## src/rtl/mux_demux_sched_pkg.sv

```systemverilog
// rtl/mux_demux_sched_pkg.sv - shared types and constants for the two-lane mux/demux scheduler
package mux_demux_sched_pkg;
  localparam int NUM_LANES = 2;
  localparam int PERF_W    = 32;

  typedef logic                 lane_idx_t;
  typedef logic [NUM_LANES-1:0] lane_vec_t;
endpackage

```

## src/rtl/mux_demux_sched_2_if.sv

```systemverilog
// rtl/mux_demux_sched_2_if.sv - lane handshakes plus shared mux/demux path signals
interface mux_demux_sched_2_if #(
  parameter int ID    = 1,
  parameter int WIDTH = 2
);
  logic [1:0][WIDTH-1:0] in_data;
  logic [1:0]            in_valid;
  logic [1:0]            in_ready;
  logic [1:0][WIDTH-1:0] out_data;
  logic [1:0]            out_valid;
  logic [1:0]            out_ready;
  logic [1:0][WIDTH-1:0] mux_inp;
  logic                  mux_sel;
  logic [1:0][WIDTH-1:0] demux_outp;
  logic [31:0]           mux_id;

  modport master (
    output in_data, in_valid, out_ready, demux_outp,
    input  in_ready, out_data, out_valid, mux_inp, mux_sel, mux_id
  );

  modport slave (
    input  in_data, in_valid, out_ready, demux_outp,
    output in_ready, out_data, out_valid, mux_inp, mux_sel, mux_id
  );
endinterface

```

## src/rtl/mux_demux_sched_2_rr_arbiter.sv

```systemverilog
// rtl/mux_demux_sched_2_rr_arbiter.sv - two-lane round-robin arbiter, ties go to the lane not granted last
module rr_arbiter_2
  import mux_demux_sched_pkg::*;
(
  input  lane_vec_t elig,
  input  lane_idx_t last_grant,
  output lane_vec_t grant,
  output lane_idx_t grant_idx
);
  always_comb begin
    grant     = '0;
    grant_idx = last_grant;
    unique case (elig)
      2'b01: begin
        grant     = 2'b01;
        grant_idx = 1'b0;
      end
      2'b10: begin
        grant     = 2'b10;
        grant_idx = 1'b1;
      end
      2'b11: begin
        grant_idx = ~last_grant;
        grant     = last_grant ? 2'b01 : 2'b10;
      end
      default: ;
    endcase
  end
endmodule

```

## src/rtl/mux_demux_sched_2.sv

```systemverilog
// rtl/mux_demux_sched_2.sv - time-multiplexes two valid/ready lanes over one shared mux/demux path
// Optional perf counters: define MUX_DEMUX_SCHED_PERF_EN.
module mux_demux_sched_2
  import mux_demux_sched_pkg::*;
#(
  parameter int ID    = 1,
  parameter int WIDTH = 2
) (
  input logic                clock,
  input logic                reset,
  mux_demux_sched_2_if.slave bus
`ifdef MUX_DEMUX_SCHED_PERF_EN
  ,
  output logic [1:0][PERF_W-1:0] perf_grants,
  output logic [PERF_W-1:0]      perf_stall
`endif
);
  logic [1:0][WIDTH-1:0] hold_data;
  lane_vec_t             hold_valid;
  logic [1:0][WIDTH-1:0] out_data;
  lane_vec_t             out_valid;
  lane_idx_t             last_grant;
  lane_vec_t             elig;
  lane_vec_t             grant;
  lane_idx_t             grant_idx;
  lane_vec_t             accept;

  // A lane is only worth granting if its output register can take the result now.
  assign elig   = hold_valid & (~out_valid | bus.out_ready);
  assign accept = bus.in_valid & bus.in_ready;

  rr_arbiter_2 u_arb (
    .elig       (elig),
    .last_grant (last_grant),
    .grant      (grant),
    .grant_idx  (grant_idx)
  );

  assign bus.in_ready  = {NUM_LANES{~reset}} & (~hold_valid | grant);
  assign bus.mux_inp   = hold_data;
  assign bus.mux_sel   = grant_idx;
  assign bus.out_data  = out_data;
  assign bus.out_valid = out_valid;
  assign bus.mux_id    = 32'(ID);

  always_ff @(posedge clock) begin
    if (reset) begin
      hold_data  <= '0;
      hold_valid <= '0;
      out_data   <= '0;
      out_valid  <= '0;
      last_grant <= 1'b1;
    end else begin
      for (int i = 0; i < NUM_LANES; i++) begin
        if (accept[i]) begin
          hold_data[i]  <= bus.in_data[i];
          hold_valid[i] <= 1'b1;
        end else if (grant[i]) begin
          hold_valid[i] <= 1'b0;
        end
        if (grant[i]) begin
          out_data[i]  <= bus.demux_outp[i];
          out_valid[i] <= 1'b1;
        end else if (out_valid[i] && bus.out_ready[i]) begin
          out_valid[i] <= 1'b0;
        end
      end
      if (|grant) last_grant <= grant_idx;
    end
  end

`ifdef MUX_DEMUX_SCHED_PERF_EN
  always_ff @(posedge clock) begin
    if (reset) begin
      perf_grants <= '0;
      perf_stall  <= '0;
    end else begin
      for (int i = 0; i < NUM_LANES; i++) begin
        if (grant[i]) perf_grants[i] <= perf_grants[i] + 1'b1;
      end
      if (|(hold_valid & ~grant)) perf_stall <= perf_stall + 1'b1;
    end
  end
`endif
endmodule

```

## src/flat_wrapper.sv

```systemverilog
// flat-port wrapper written by rule: the top's interface ports become plain ports
module mux_demux_sched_2_flat import mux_demux_sched_pkg::*;
#(
  parameter int ID    = 1,
  parameter int WIDTH = 2
)
  (clock, reset, bus_in_data, bus_in_valid, bus_out_ready, bus_demux_outp, bus_in_ready, bus_out_data, bus_out_valid, bus_mux_inp, bus_mux_sel, bus_mux_id);
  mux_demux_sched_2_if #(.ID(ID), .WIDTH(WIDTH)) bus_i ();
  input logic clock;
  input logic reset;
  input wire logic [$bits(bus_i.in_data)-1:0] bus_in_data;
  input wire logic [$bits(bus_i.in_valid)-1:0] bus_in_valid;
  input wire logic [$bits(bus_i.out_ready)-1:0] bus_out_ready;
  input wire logic [$bits(bus_i.demux_outp)-1:0] bus_demux_outp;
  output wire logic [$bits(bus_i.in_ready)-1:0] bus_in_ready;
  output wire logic [$bits(bus_i.out_data)-1:0] bus_out_data;
  output wire logic [$bits(bus_i.out_valid)-1:0] bus_out_valid;
  output wire logic [$bits(bus_i.mux_inp)-1:0] bus_mux_inp;
  output wire logic [$bits(bus_i.mux_sel)-1:0] bus_mux_sel;
  output wire logic [$bits(bus_i.mux_id)-1:0] bus_mux_id;
  assign bus_i.in_data = bus_in_data;
  assign bus_i.in_valid = bus_in_valid;
  assign bus_i.out_ready = bus_out_ready;
  assign bus_i.demux_outp = bus_demux_outp;
  assign bus_in_ready = bus_i.in_ready;
  assign bus_out_data = bus_i.out_data;
  assign bus_out_valid = bus_i.out_valid;
  assign bus_mux_inp = bus_i.mux_inp;
  assign bus_mux_sel = bus_i.mux_sel;
  assign bus_mux_id = bus_i.mux_id;
  mux_demux_sched_2 #(.ID(ID), .WIDTH(WIDTH)) u_core (.clock(clock), .reset(reset), .bus(bus_i));
endmodule
```

## config.mk

```make
export PLATFORM = sky130hd
export DESIGN_NAME = mux_demux_sched_2_flat
export DESIGN_NICKNAME = d
export VERILOG_FILES = /design/src/rtl/mux_demux_sched_pkg.sv /design/src/rtl/mux_demux_sched_2_if.sv /design/src/rtl/mux_demux_sched_2_rr_arbiter.sv /design/src/rtl/mux_demux_sched_2.sv /design/src/flat_wrapper.sv
export SDC_FILE = /design/constraint.sdc
export NUM_CORES = 1
export LEC_CHECK = 0
export ABC_AREA = 1
export BUFFER_PORTS_ARGS = -buffer_cell sky130_fd_sc_hd__clkbuf_2
export CAP_MARGIN = 20
export CORE_MARGIN = 2
export CORE_UTILIZATION = 39
export CTS_CLUSTER_SIZE = 20
export DETAILED_ROUTE_END_ITERATION = 16
export PLACE_DENSITY_LB_ADDON = 0.05
export SLEW_MARGIN = 20
export SYNTH_ARGS = -nofsm -noshare
export SYNTH_HDL_FRONTEND = slang
export SYNTH_SLANG_ARGS = --single-unit
```

## constraint.sdc

```tcl
create_clock -name clock -period 1.2 [get_ports clock]
set_input_delay 0.06 -clock clock [delete_from_list [all_inputs] [get_ports clock]]
set_output_delay 0.06 -clock clock [all_outputs]
set_load 0.02 [all_outputs]
```

==> flow_metrics.env <==
export IMPL_arrival_ps=1200
export IMPL_drt_pre_antenna_iters=4
export IMPL_finalPower_mw=1.10
export IMPL_cts_tree="done"
export IMPL_rsz0062_at_grt="true"
export IMPL_syn_inst=108
export IMPL_grt_overflow_total=0
export IMPL_synth_seq_cells=13
export IMPL_coreArea_sq_um=1940
export IMPL_endpoint_kind="output pin"
export IMPL_routed_wl_um=1460
export IMPL_vias=663
export IMPL_cts_inserted_buffers=3
export IMPL_antenna_found_initial=0
export IMPL_synth_edf_count=0
export IMPL_dp_cells=160
export IMPL_synth_most_common_cell="buf_4"
export IMPL_synth_area_leader_cell="dfxtp_1"
export IMPL_die_area_sq_um=2430
export IMPL_maxCapViolations=0
export IMPL_grt_use_total=0.117
export IMPL_final_layout_size_suffix_gt1_frac=0.394
export IMPL_first_iter_violations=7
export IMPL_async_flop_share=0
export IMPL_cp_start_kind="flop"
export IMPL_cts_hold_buf=0
export IMPL_cp_slowest_stage_delay_ps=350
export IMPL_synth_top_area_share=0.325
export IMPL_fin_util=0.511
export IMPL_status="finished with violations"
export IMPL_start_util=0.412
export IMPL_wl_met1_um=645
export IMPL_port_buffers=26
export IMPL_routedWlPerCell_um=8.62
export IMPL_io_pins=59
export IMPL_row_count=16
export IMPL_grt_first_pass_wirelength_um=2170
export IMPL_setup_slack_ps=-64.8
export IMPL_finClkSkew_ps=1.83
export IMPL_yosysWarnings=0
export IMPL_violations="negative setup slack"
export IMPL_grt_start_max_net_pins=10
export IMPL_n_antenna_cell=0
export IMPL_min_period_over_period=1.05
export IMPL_syn_avg_cell_area_sq_um=7.41
export IMPL_viasPerCell=3.92
export IMPL_clk_path_buf_depth=2
export IMPL_grt_pass1_vias=505
export IMPL_max_freq_mhz=791
export IMPL_cp_data_required_time_ps=1140
export IMPL_clk_pin_slew_ps=80
export IMPL_tns_ps=-88.8
export IMPL_insertion_delay_ps=270
export IMPL_numClockSinks=13
export IMPL_cp_cell_sequence="a21boi_4 > nand2_4 > a21oi_2 > clkbuf_8"
export IMPL_seq_area_frac_synth=0.325
export IMPL_cellLeakagePower_nw=0.543
export IMPL_syn_area_sq_um=801
export IMPL_vdd_drop_max_mv=0.463
export IMPL_setup_viol=2
export IMPL_highest_layer="met4"
export IMPL_die_y_um=49.3
export IMPL_fillerInstances=215
export IMPL_synth_area_leaders="dfxtp_1 33%, buf_4 30%, nand2_1 8.9%"
export IMPL_synth_ff_type="dfxtp_1"
export IMPL_die_width_um=49.3
export IMPL_crit_fanout=3
export IMPL_route_detailed_drc=0
export IMPL_min_path_type="in2reg"
export IMPL_critPathKind="reg2out"
export IMPL_gp_congestion=0.712
export IMPL_p_per_area_nw_per_um2=1110
export IMPL_slowest_stage="dfxtp_2"
export IMPL_clockRootBuffer="clkbuf_4"
export IMPL_finalCriticalPeriod_ps=1260
export IMPL_slew_viol_final=0
export IMPL_ys_top_cells_by_count="32 x buf_4, 19 x nand2_1, 13 x dfxtp_1"
export IMPL_synth_distinct_cells=15
export IMPL_preCtsSetupSlack_ps=25.1
export IMPL_finalHoldViolations=0
export IMPL_area_growth_pct=23.9
export IMPL_ant_nets=0
export IMPL_final_nets=157
export IMPL_cts_max_level=1
export IMPL_stdcell_count=169
export IMPL_wl_met3_um=130
export IMPL_wl_met2_um=664
export IMPL_hpwl_um=1090
==> what timing repair did <==
action                     CTS  global route
buffers inserted             3             2
setup endpoints to repair    3             7
gates resized for setup     12            12
pin swaps                    3             1
==> cell families after synthesis <==
kind of cell | Yosys count | synth area share
buffers and inverters | 45 | 0.361
AO/OA/AOI/OAI | 13 | 0.106
other | 2 | 0.00938
AND/OR/NAND/NOR | 35 | 0.198
flip-flops | 13 | 0.325
==> path summary, 6_finish.rpt <==
path                                             start                     end  slack, ps  cells past startpoint
worst max-delay path              u_core.hold_valid[1]         bus_in_ready[1]        -60                      4
worst min-delay path                 bus_demux_outp[0]  u_core.bus.out_data[0]         20                      3
worst max register to register    u_core.hold_valid[1]   u_core.bus.mux_inp[2]         40                      7
worst min register to register  u_core.bus.out_data[2]  u_core.bus.out_data[2]        460                      2
==> registers in the layout, summed over array words and instances (netlist names) <==
signal                count
u_core.bus.out_data       4
u_core.hold_valid         2
u_core.bus.mux_inp        4
u_core.bus.out_valid      2
u_core.last_grant         1
==> routing by layer <==
layer / vias to the layer above / track usage
li1: 343 / -
met2: 33 / 0.169
met5: - / 0
met4: 0 / 0.0714
met1: 285 / 0.154
met3: 2 / 0.0307
==> critical path, delay by kind of cell, from the launching register on <==
family,cells,cell delay [ps]
DFF,1,350
and+or+nand+nor,1,70
buffers and inverters,1,160
AOI/OAI and AO/OA,2,360
==> power by group <==
part           total, mW  switching, mW  internal [mW]
logic              0.345          0.232          0.113
registers          0.489         0.0240          0.465
clock network      0.267          0.138          0.129
==> layout by cell type (no fill, tap or decap), drive strengths merged <==
| cell type | count |
|---|---|
| conb | 32 |
| clkbuf | 29 |
| nand2 | 21 |
| dfxtp | 13 |
| inv | 12 |
| a21oi | 10 |
| buf | 8 |
| nand3 | 6 |
| nor2 | 4 |
| nand4 | 4 |
| a21boi | 2 |
| o21ai | 1 |
==> per-stage QoR <==
step	hold WS, ps	cell area (sq um)
floorplan	194	917
global placement	297	852
detailed placement	294	852
CTS	2.77	938
global route	13.8	992
finish	15.6	992
==> cell type report <==
class | count | area (sq um) | share of cell area
timing repair buffer | 33 | 203 | 0.204
sequential | 13 | 267 | 0.269
clock buffer | 4 | 26.3 | 0.0265
multi-input combinational | 80 | 418 | 0.421
tap | 27 | 33.8 | 0.0340
inverter | 12 | 45.0 | 0.0454
Note: power is estimated with default switching activity, not from simulation.
